`config.mk`:
```
export PLATFORM = sky130hd
export DESIGN_NAME = systolic_skew_feeder_flat
export DESIGN_NICKNAME = d
export VERILOG_FILES = /design/src/rtl/systolic_skew_feeder_if.sv /design/src/rtl/systolic_skew_feeder.sv /design/src/flat_wrapper.sv
export SDC_FILE = /design/constraint.sdc
export NUM_CORES = 1
export LEC_CHECK = 0
export CAP_MARGIN = 20
export CORE_MARGIN = 4
export CORE_UTILIZATION = 40
export DETAILED_ROUTE_END_ITERATION = 16
export PLACE_DENSITY = 0.69
export SLEW_MARGIN = 5
export SYNTH_ARGS = -nofsm -noshare
export SYNTH_HDL_FRONTEND = slang
export SYNTH_SLANG_ARGS = --single-unit
```
`constraint.sdc`:
```
create_clock -name clk -period 3.3 [get_ports clk]
set_input_delay 0.66 -clock clk [delete_from_list [all_inputs] [get_ports clk]]
set_output_delay 0.66 -clock clk [all_outputs]
set_load 0.01 [all_outputs]
```
`src/rtl/systolic_skew_feeder_if.sv`:
```
// Input stream bundle for the systolic skew feeder.
// One beat carries a full K-slice: N activations and N weights.
//   s_valid  source -> feeder   beat valid
//   s_ready  feeder -> source   feeder accepts the beat this cycle
//   s_a      source -> feeder   activations, lane i = bits [i*DATA_W +: DATA_W]
//   s_w      source -> feeder   weights,     lane j = bits [j*DATA_W +: DATA_W]
interface systolic_skew_feeder_if #(
  parameter int N      = 4,
  parameter int DATA_W = 8
);
  logic                  s_valid;
  logic                  s_ready;
  logic [N*DATA_W-1:0]   s_a;
  logic [N*DATA_W-1:0]   s_w;

  modport master (output s_valid, output s_a, output s_w, input s_ready);
  modport slave  (input s_valid, input s_a, input s_w, output s_ready);
endinterface

```
`src/rtl/systolic_skew_feeder.sv`:
```
// Upstream feeder for an NxN systolic array. Accepts one K-slice per beat,
// skews lane i by i cycles to form the diagonal wavefront, frames a tile of
// k_len beats, drains zeros through the array and pulses tile_done.
// Ports:
//   clk        clock, rising edge
//   rst        synchronous reset, active-high
//   start      begin a tile (only honoured in IDLE)
//   k_len      beats in the tile, captured with start
//   s          input stream (valid/ready, activations, weights)
//   a_out      skewed activations to array rows
//   w_out      skewed weights to array columns
//   busy       high while a tile is in progress (FEED, DRAIN, DONE)
//   tile_done  one-cycle pulse at the end of a tile
module systolic_skew_feeder #(
  parameter int DATA_W    = 8,
  parameter int N         = 4,
  parameter int KLEN_W    = 8,
  parameter int DRAIN_CYC = 3*N
) (
  input  logic                   clk,
  input  logic                   rst,
  input  logic                   start,
  input  logic [KLEN_W-1:0]      k_len,
  systolic_skew_feeder_if.slave  s,
  output logic [N*DATA_W-1:0]    a_out,
  output logic [N*DATA_W-1:0]    w_out,
  output logic                   busy,
  output logic                   tile_done
);

  localparam int DCNT_W = $clog2(DRAIN_CYC + 1);

  typedef enum logic [1:0] {IDLE, FEED, DRAIN, DONE} state_t;

  state_t              state_reg, state_next;
  logic [KLEN_W-1:0]   klen_reg;
  logic [KLEN_W-1:0]   beat_cnt_reg;
  logic [DCNT_W-1:0]   drain_cnt_reg;

  logic                accept;
  logic                last_beat;
  logic                drain_end;
  logic [N*DATA_W-1:0] a_slice;
  logic [N*DATA_W-1:0] w_slice;

  assign accept    = s.s_valid && s.s_ready;
  assign last_beat = accept && (beat_cnt_reg == klen_reg - KLEN_W'(1));
  assign drain_end = (drain_cnt_reg == DCNT_W'(DRAIN_CYC - 1));

  // Anything other than an accepted beat enters the lanes as a zero slice,
  // so bubbles behave as a zero K-slice and alignment is never broken.
  assign a_slice = accept ? s.s_a : '0;
  assign w_slice = accept ? s.s_w : '0;

  always_comb begin
    state_next = state_reg;
    s.s_ready  = 1'b0;
    busy       = 1'b1;
    tile_done  = 1'b0;
    case (state_reg)
      IDLE: begin
        busy = 1'b0;
        if (start && (k_len != '0)) state_next = FEED;
      end
      FEED: begin
        s.s_ready = 1'b1;
        if (last_beat) state_next = DRAIN;
      end
      DRAIN: begin
        if (drain_end) state_next = DONE;
      end
      DONE: begin
        tile_done  = 1'b1;
        state_next = IDLE;
      end
      default: state_next = IDLE;
    endcase
  end

  always_ff @(posedge clk) begin
    if (rst) begin
      state_reg     <= IDLE;
      klen_reg      <= '0;
      beat_cnt_reg  <= '0;
      drain_cnt_reg <= '0;
    end else begin
      state_reg <= state_next;
      case (state_reg)
        IDLE: begin
          if (start && (k_len != '0)) begin
            klen_reg     <= k_len;
            beat_cnt_reg <= '0;
          end
        end
        FEED: begin
          if (accept) beat_cnt_reg <= beat_cnt_reg + KLEN_W'(1);
          if (last_beat) drain_cnt_reg <= '0;
        end
        DRAIN: drain_cnt_reg <= drain_cnt_reg + DCNT_W'(1);
        default: ;
      endcase
    end
  end

  // Lane gi: gi shift stages plus one output register, so a slice entering
  // at cycle t shows up on lane gi at cycle t+1+gi.
  for (genvar gi = 0; gi < N; gi++) begin : g_lane
    logic [DATA_W-1:0] a_pipe_reg [0:gi];
    logic [DATA_W-1:0] w_pipe_reg [0:gi];

    always_ff @(posedge clk) begin
      if (rst) begin
        for (int k = 0; k <= gi; k++) begin
          a_pipe_reg[k] <= '0;
          w_pipe_reg[k] <= '0;
        end
      end else begin
        a_pipe_reg[0] <= a_slice[gi*DATA_W +: DATA_W];
        w_pipe_reg[0] <= w_slice[gi*DATA_W +: DATA_W];
        for (int k = 1; k <= gi; k++) begin
          a_pipe_reg[k] <= a_pipe_reg[k-1];
          w_pipe_reg[k] <= w_pipe_reg[k-1];
        end
      end
    end

    assign a_out[gi*DATA_W +: DATA_W] = a_pipe_reg[gi];
    assign w_out[gi*DATA_W +: DATA_W] = w_pipe_reg[gi];
  end

endmodule

```
`src/flat_wrapper.sv`:
```
// flat-port wrapper written by rule: the top's interface ports become plain ports
module systolic_skew_feeder_flat 
#(
  parameter int DATA_W    = 8,
  parameter int N         = 4,
  parameter int KLEN_W    = 8,
  parameter int DRAIN_CYC = 3*N
)
  (clk, rst, start, k_len, a_out, w_out, busy, tile_done, s_s_valid, s_s_a, s_s_w, s_s_ready);
  systolic_skew_feeder_if #(.N(N), .DATA_W(DATA_W)) s_i ();
  input  logic clk;
  input  logic rst;
  input  logic start;
  input  logic [KLEN_W-1:0] k_len;
  output logic [N*DATA_W-1:0] a_out;
  output logic [N*DATA_W-1:0] w_out;
  output logic busy;
  output logic tile_done;
  input wire logic [$bits(s_i.s_valid)-1:0] s_s_valid;
  input wire logic [$bits(s_i.s_a)-1:0] s_s_a;
  input wire logic [$bits(s_i.s_w)-1:0] s_s_w;
  output wire logic [$bits(s_i.s_ready)-1:0] s_s_ready;
  assign s_i.s_valid = s_s_valid;
  assign s_i.s_a = s_s_a;
  assign s_i.s_w = s_s_w;
  assign s_s_ready = s_i.s_ready;
  systolic_skew_feeder #(.DATA_W(DATA_W), .N(N), .KLEN_W(KLEN_W), .DRAIN_CYC(DRAIN_CYC)) u_core (.clk(clk), .rst(rst), .start(start), .k_len(k_len), .s(s_i), .a_out(a_out), .w_out(w_out), .busy(busy), .tile_done(tile_done));
endmodule
```
* After elaboration in Yosys (flattened, before gate mapping)
Memories as Yosys holds them, arrays and structs flattened. Cells that the tools add are included.
Word-level totals: RAM bits 160, word-level logic and storage cells 94, output and inout bits 67, memories kept 8, register bits after elaboration 22, input port bits 76
Memory list:
- u_core.g_lane[3].a_pipe_reg | depth 4, bits a word 8, read ports 4, clocked after memory_dff 0, write ports 4, line systolic_skew_feeder.sv:108 | logic [DATA_W-1:0] a_pipe_reg [0:gi];
- u_core.g_lane[3].w_pipe_reg | depth 4, bits a word 8, read ports 4, clocked after memory_dff 0, write ports 4, line systolic_skew_feeder.sv:109 | logic [DATA_W-1:0] w_pipe_reg [0:gi];
- u_core.g_lane[2].a_pipe_reg | depth 3, bits a word 8, read ports 3, clocked after memory_dff 0, write ports 3, line systolic_skew_feeder.sv:108
- u_core.g_lane[2].w_pipe_reg | depth 3, bits a word 8, read ports 3, clocked after memory_dff 0, write ports 3, line systolic_skew_feeder.sv:109
- u_core.g_lane[1].a_pipe_reg | depth 2, bits a word 8, read ports 2, clocked after memory_dff 0, write ports 2, line systolic_skew_feeder.sv:108
- u_core.g_lane[1].w_pipe_reg | depth 2, bits a word 8, read ports 2, clocked after memory_dff 0, write ports 2, line systolic_skew_feeder.sv:109
- +2 memories
Cells by class: reduce and logical (&&, ||, !) cells 13, $add $sub $neg 3, bitwise logic cells 18, eq/ne operators 9, mux-type cells 39
Operators by type and width (count):
- $mux W8 | 22
- $mux W32 | 2
- $or A1 B1 Y1 | 18
- $pmux W8 S2 | 1
- $reduce_or A8 Y1 | 2
- $add A8 B1 Y8 const B | 1
- $eq A8 B8 Y1 | 1
- $mux W1 | 8
- $ne A2 B1 Y1 const B | 4
- $pmux W2 S4 | 1
- $pmux W4 S2 | 1
- $reduce_bool A8 Y1 | 1
- $sub A8 B1 Y8 const B | 1
- $mux W2 | 3
- $reduce_and A3 Y1 | 2
- $add A4 B1 Y4 const B | 1
- $eq A2 B2 Y1 const B | 2
- $eq A4 B4 Y1 const B | 1
- $mux W4 | 1
- $reduce_and A2 Y1 | 2
- $reduce_bool A2 Y1 | 2
- $logic_and A1 B1 Y1 | 3
- $eq A2 B1 Y1 const B | 1
- $logic_not A2 Y1 | 1

* Depth between registers and ports, before layout
Gate-level depths: netlist of the first run.
depth after elaboration 6, depth in mapped cells 8, gate-level depth less buffers 8

* Worst setup path before layout of the first run
No wires, ideal clock.
kind register to register, from reg u_core.klen_reg[0], to reg u_core.drain_cnt_reg[3], arrival 2242 ps, library setup time 88 ps, slack 970 ps, buffers on the path 0, clock period less this slack 2330 ps, cell stages (with the launch flop) 9, required time 3212 ps, cell sequence dfxtp_1 -> inv_1 -> ha_1 -> or3b_2 -> or3_1 -> a22oi_1 -> a31oi_2 -> o31a_1 -> o32ai_2
Between the ends: longest elaborated chain between the ends 5
RTL lines:
- start: declaration | line systolic_skew_feeder.sv:36 | logic [KLEN_W-1:0] klen_reg;
- start signal: assignment | line systolic_skew_feeder.sv:91 | klen_reg <= k_len;
- $sub A8 B1 Y8 | line systolic_skew_feeder.sv:47 | assign last_beat = accept && (beat_cnt_reg == klen_reg - KLEN_W'(1));
- $eq A8 B8 Y1 | line systolic_skew_feeder.sv:47
- $logic_and A1 B1 Y1 | line systolic_skew_feeder.sv:47
- $ne A2 B1 Y1 (no line)
- $reduce_and A2 Y1 (no line)
- end signal: assignment | line systolic_skew_feeder.sv:99 | DRAIN: drain_cnt_reg <= drain_cnt_reg + DCNT_W'(1);
- end: declaration | line systolic_skew_feeder.sv:38 | logic [DCNT_W-1:0] drain_cnt_reg;
No other way between the ends. A chain may end at the register's enable or synchronous reset.

* Worst setup path after layout of the first run
from reg u_core.state_reg[0], to out busy
Between the ends: longest elaborated chain between the ends 2
RTL lines:
- start: declaration | line systolic_skew_feeder.sv:35 | state_t state_reg, state_next;
- start signal: assignment | line systolic_skew_feeder.sv:87 | state_reg <= state_next;
- $logic_not A2 Y1 | line systolic_skew_feeder.sv:60 | case (state_reg)
- $mux W1 | line systolic_skew_feeder.sv:60
- end: declaration | line flat_wrapper.sv:17 | output logic busy;
No other way between the ends.

==> results of run 1 <==
## path summary, 6_finish.rpt
kind	from	endpoint	slack [ns]	depth (start not counted)
setup / recovery	u_core.state_reg[0]	busy	0.74	4
hold / removal	u_core.g_lane[3].a_pipe_reg[1][5]	u_core.g_lane[3].a_pipe_reg[2][5]	0.43	1
setup reg to reg	u_core.klen_reg[0]	u_core.drain_cnt_reg[3]	0.76	8
hold reg to reg	u_core.g_lane[3].a_pipe_reg[1][5]	u_core.g_lane[3].a_pipe_reg[2][5]	0.43	1
## layout make-up
type	count	share of cell area, %
inverter	11	0.5315
clock inverter	15	2.013
multi-input combinational	281	23.72
clock buffer	17	5.476
tap	180	2.899
sequential	182	46.90
timing repair buffer	144	18.46
## power by group through the flow
stage | clock network (mW) | logic (mW) | registers (mW)
3_3_place_gp | 0 | 0.694 | 2.42
5_1_grt | 2.09 | 0.777 | 2.39
4_1_cts | 1.99 | 0.716 | 2.37
2_1_floorplan | 0 | 0.463 | 2.42
6_report | 1.93 | 0.709 | 2.37
3_5_place_dp | 0 | 0.713 | 2.42
## cell families after synthesis
group / Yosys count
muxes: 2
buffers and inverters: 64
xor gates and xnor gates: 15
AOI/OAI and AO/OA: 29
adders and majority gates: 7
and+or+nand+nor: 228
DFF: 182
## per-layer routing
metal	up-vias	global-route usage [%]	wire, µm
met3	16	6.019	847
met1	1628	13.05	4017
met5	-	0	19
met4	2	5.991	195
met2	113	21.16	5071
li1	1864	-	-
## cell usage after synthesis, types with 4 or more instances
library cell and n:
nand2_1 20, nor2b_1 96, ha_1 7, xor2_1 9, nor2_1 9, clkbuf_1 20, nand4_1 4, dfxtp_1 182
inv_1 10, xnor2_1 6, and2_1 64, nand3_1 13, buf_4 32, a21oi_1 10
## through the flow
stage / hold slack [ns] / std cells / total power, mW
3_3_place_gp: 0.4167 / 798 / 3.111
5_1_grt: 0.4451 / 830 / 5.253
4_1_cts: 0.4345 / 830 / 5.080
2_1_floorplan: 0.4138 / 527 / 2.879
3_5_place_dp: 0.4204 / 798 / 3.138
6_report: 0.4306 / 830 / 5.010
## worst max-delay path, cell delays in order, from the launching register on
cell and delay [ns]:
dfxtp_1 0.36, inv_1 0.09, ha_1 0.36, inv_1 0.12, clkdlybuf4s50_1 0.55
==> metrics.txt, run 1 <==
GPL Wtd Cong 0.8262; core area 14,100 µm²; worst-path maximum fanout 13; Final WS setup 0.7408 ns; clock slew at reported path FFs 0.07 ns; first-pass GRT wire length 16,050 µm; RSZ-0062 raised after global routing no; routed wire length 10,150 µm; drt first pass iters 4; CP Launch Type flop; diode count 0; Net Switching 1.333 mW; Clock Latency Late Sink 0.42 ns; Yosys reg bits 182; crit path kind flop to output pin; grt ovf 0; setup_tns 0 ns; number of synthesized flops with an enable pin 0; area of the multi-input gates 1843 µm²; Worst Setup End Kind output pin; die area 16,600 µm²; Slew Viols, Final 0; mux share of post-synthesis cell area 0.3428%; # rows 43; root buf cell clkbuf_16; most common cell after layout, fill and taps aside dfxtp_1; worst vdd ir 397.9 µV; Setup Buffers After CTS 0; hold crit path type flop to flop; Final period util 77.55%; largest family of logic cells by synthesized area simple AND/OR/NAND/NOR gates; Finished Cell Area 7769 µm²; clock sink count 182; Rel. slew slack 52.95%; HPWL after DPL 7352 µm; Clock Path Buffers 2; hold buffers post-CTS 0; overall routing resource usage 12.51%; Fmax 0.3907 GHz; Initial Util 41.43%; DRT antenna net count 0; die width 128.8 µm; largest cells by area after synthesis dfxtp_1 62%, nor2b_1 10%, and2_1 6.9%; Die Ht 128.8 µm; register area share after synthesis 62.38%; largest net degree at the start of global routing 77; fin crit period 2.559 ns; clock share of power 38.5%; FILL cells 1,231; WP data arrival 1.90 ns; Main synth FF type dfxtp_1; Synth cell types 44; placed inst area 7187 µm²; Pint 3.677 mW; Sw Share 26.60%; total number of vias 3,623; vias in the first global route 3,483; Yosys warning total 0; XOR/XNOR Fraction of Synth Area 2.249%; Comb pwr share 14.2%; H-tree Lvls 4; wire per inst 12.23 µm; vias per cell 4.365; DRC Markers 0; initial antenna violation count 1; Synth async-reset ratio 0%; Clock Skews 0.005466 ns; Final setup viols 0; # IOs 143; drt initial violations 164; post-cts resize count 0; adder-cell share of the synthesized area 1.500%; status finished, final reports clean; static leakage 2.995 nW; cell area after synthesis 5841 µm²; simple-gate area share of the yosys netlist 23.50%; max_cap viols 0; area grow syn2layout 33.01%; Register Area 3643 µm²; fraction of layout cells with a size suffix above 1 7.231%; final-report hold violation count 0; Least-Margin Pin Slew 0.7057 ns; synthesized area per cell 11.08 µm²; Cells after Synth 527; post-synth top area cell dfxtp_1; Yosys top cell area share 62.38%; Crit path required time 2.64 ns; compound-gate portion of the synthesized area 3.835%; Layout Nets 720; most frequent cells in the layout 182 x dfxtp_1, 141 x clkdlybuf4s50_1, 96 x nor2b_1; CTS tree done; final core utilization 55.11%; cts bufs inserted 17; port bufs 142; Setup Slack @ Placement 0.5857 ns; PwrDens 644.9 nW/µm²; part of the power in registers 47.4%; Syn Nets 610
(Power assumes the default switching activity.)
==> run 2, diff against run 1 <==
--- a/config.mk
+++ b/config.mk
@@ -9,7 +9,7 @@
 export CORE_MARGIN = 4
 export CORE_UTILIZATION = 40
 export DETAILED_ROUTE_END_ITERATION = 16
-export PLACE_DENSITY = 0.69
+export PLACE_DENSITY = 0.71
 export SLEW_MARGIN = 5
 export SYNTH_ARGS = -nofsm -noshare
 export SYNTH_HDL_FRONTEND = slang
==> constraint.sdc (replaced) <==
create_clock -name clk -period 2.3 [get_ports clk]
set_input_delay 0.46 -clock clk [delete_from_list [all_inputs] [get_ports clk]]
set_output_delay 0.46 -clock clk [all_outputs]
set_load 0.01 [all_outputs]
==> run 2 against run 1 <==
Net effect:
- critical path type is now flop to flop
- sequential power increased by 43%
- sequential share of layout area is 1.2 points lower
- the run now ends with setup timing left
- worst hold slack got worse by 0.11 ns
- largest power group unchanged
- highest routed layer is now met4
==> metrics.txt, run 2 (same netlist as run 1, synthesis figures left out) <==
worst vdd ir 434.0 µV (was 397.9 µV); max_cap viols 0 (unchanged); Worst Setup End Kind flop (was output pin); clock sink count 182 (unchanged); initial antenna violation count 0 (was 1); Final setup viols 4 (was 0); grt ovf 0 (unchanged); PwrDens 937.8 nW/µm² (was 644.9 nW/µm²); Final WS setup -0.08125 ns (was 0.7408 ns); routed wire length 10,690 µm (was 10,150 µm); fin crit period 2.381 ns; drt first pass iters 4 (unchanged); wire per inst 12.64 µm (was 12.23 µm); crit path kind flop to flop (was flop to output pin); fraction of layout cells with a size suffix above 1 10.96% (was 7.231%); Final period util 103.5%; die width 128.8 µm (unchanged); Top delay family on crit path compound AO/OA/AOI/OAI gates (was buffers and inverters); WP data arrival 2.70 ns (was 1.90 ns); Least-Margin Pin Slew 0.5714 ns (was 0.7057 ns); diode count 0 (unchanged); clock share of power 37.8% (was 38.5%); Worst path slowest cell or4_4 (was clkdlybuf4s50_1); DRC Markers 0 (unchanged); hold buffers post-CTS 0 (unchanged); worst-path maximum fanout 4 (was 13); total number of vias 3,662 (was 3,623); CP Launch Type flop (unchanged); GPL Wtd Cong 0.7728 (was 0.8262); Initial Util 41.43% (unchanged); H-tree Lvls 4 (unchanged); cells along the critical path or4_4, or3_4, a2111oi_4, a31oi_4, o31a_1, o32ai_2 (was inv_1, ha_1, inv_1, clkdlybuf4s50_1); die area 16,600 µm² (unchanged); static leakage 3.100 nW (was 2.995 nW); # IOs 143 (unchanged); Die Ht 128.8 µm (unchanged); Power Total 7.487 mW (was 5.010 mW); drt initial violations 150 (was 164); Hold Crit Depth 2 (was 1); area grow syn2layout 36.68% (was 33.01%); clock slew at reported path FFs 0.07 ns (about the same); crit-path max cell delay 0.55 ns (about the same); Slew Viols, Final 0 (unchanged); final-report hold violation count 0 (unchanged); vias in the first global route 3,770 (was 3,483); cts bufs inserted 17 (unchanged); largest net degree at the start of global routing 56 (was 77); Comb pwr share 16.8% (was 14.2%); HPWL after DPL 7602 µm (was 7352 µm); Crit path depth 6 (was 4); RSZ-0062 raised after global routing yes (was no); DRT antenna net count 0 (unchanged); Clock Path Buffers 2 (unchanged); status finished with violations (was finished, final reports clean); # rows 43 (unchanged); Pint 5.507 mW (was 3.677 mW); vias per cell 4.329 (was 4.365); failing checks setup timing; Clock Latency Late Sink 0.42 ns (about the same); Buffers & Inverters on Critical Path 0 (was 3); most frequent cells in the layout 180 x dfxtp_1, 140 x clkdlybuf4s50_1, 96 x nor2b_1 (was 182 x dfxtp_1, 141 x clkdlybuf4s50_1, 96 x nor2b_1); Clock Skews 0.007765 ns (was 0.005466 ns); CTS tree done (unchanged); Net Switching 1.979 mW (was 1.333 mW); most common cell after layout, fill and taps aside dfxtp_1 (unchanged); Finished Cell Area 7983 µm² (was 7769 µm²); Layout Nets 736 (was 720); placed inst area 7277 µm² (was 7187 µm²); Reg2Reg Depth 6 (was 8); core area 14,100 µm² (unchanged); first-pass GRT wire length 17,570 µm (was 16,050 µm); Setup Slack @ Placement -0.1112 ns (was 0.5857 ns); hold crit path type input pin to flop (was flop to flop); Sw Share 26.43% (was 26.60%); overall routing resource usage 13.49% (was 12.51%); reg-to-reg slack, setup -0.08 ns (was 0.76 ns); port bufs 142 (unchanged); Rel. slew slack 61.91% (was 52.95%); Fmax 0.4199 GHz; root buf cell clkbuf_16 (unchanged); Crit path required time 2.62 ns (was 2.64 ns); part of the power in registers 45.4% (was 47.4%)
-- run 2: cell count changes in the layout (fill, tap and decap cells not counted), moves of 2 or more --
cell / change
dfxtp_2: +2
buf_4: +16
ha_1: -3
ha_2: +2
dfxtp_1: -2
o32ai_1: -2
-- run 2: final cells by class --
cell class / instances / area, µm²
clock inverters: 14 / 156.4
repair buffers: 160 / 1556
inverters: 11 / 41.29
multi-input cells: 281 / 1928
well taps: 180 / 225.2
fillers: 1189 / 6113
flip-flops and latches: 182 / 3646
clock buffers: 18 / 429.2
-- run 2: path summary, 6_finish.rpt --
kind | startpoint | to
max | u_core.klen_reg[2] | u_core.drain_cnt_reg[3]
min | rst | u_core.klen_reg[2]
max reg2reg | u_core.klen_reg[2] | u_core.drain_cnt_reg[3]
min reg2reg | u_core.g_lane[3].a_pipe_reg[2][6] | u_core.g_lane[3].a_pipe_reg[3][6]
-- run 2: metrics by stage --
stage	utilization (%)	cells	hold WS [ns]	setup TNS, ns
global placement	51.62	809	0.4168	-0.2999
CTS	56.23	845	0.3042	-0.2079
floorplan	-	527	0.4138	0
global route	56.63	846	0.3217	-0.4779
finish	56.63	846	0.3206	-0.1693
detailed placement	51.62	809	0.4204	-0.7906
-- run 2: what timing repair did --
item | in CTS | in global routing
resized for setup | 8 | 8
buffers inserted | 4 | 2
setup endpoints to repair | 4 | 8
pin swaps | 5 | 5
-- run 2: power groups by stage --
stage | sequential [mW] | clock [mW] | combinational [mW]
3_3_place_gp | 3.46 | 0 | 1.09
6_report | 3.40 | 2.83 | 1.26
5_1_grt | 3.42 | 3.06 | 1.40
2_1_floorplan | 3.47 | 0 | 0.674
4_1_cts | 3.40 | 2.90 | 1.20
3_5_place_dp | 3.47 | 0 | 1.12
-- run 2: routing by layer --
| metal | up-vias | routed length [µm] | GRT usage (%) | share of wire [%] |
|---|---|---|---|---|
| li1 | 1892 | - | - | - |
| met2 | 96 | 5400 | 22.50 | 51 |
| met3 | 13 | 712 | 4.732 | 6.7 |
| met1 | 1661 | 4392 | 15.52 | 41 |
| met5 | - | 0 | 0 | 0 |
| met4 | 0 | 187 | 6.300 | 1.7 |
==> run 3, diff against run 2 <==
--- a/config.mk
+++ b/config.mk
@@ -10,7 +10,7 @@
 export CORE_UTILIZATION = 40
 export DETAILED_ROUTE_END_ITERATION = 16
 export PLACE_DENSITY = 0.71
-export SLEW_MARGIN = 5
+export SLEW_MARGIN = 30
 export SYNTH_ARGS = -nofsm -noshare
 export SYNTH_HDL_FRONTEND = slang
 export SYNTH_SLANG_ARGS = --single-unit
==> results of run 3 <==
Final layout, timing and power as in run 2 (identical DEF).
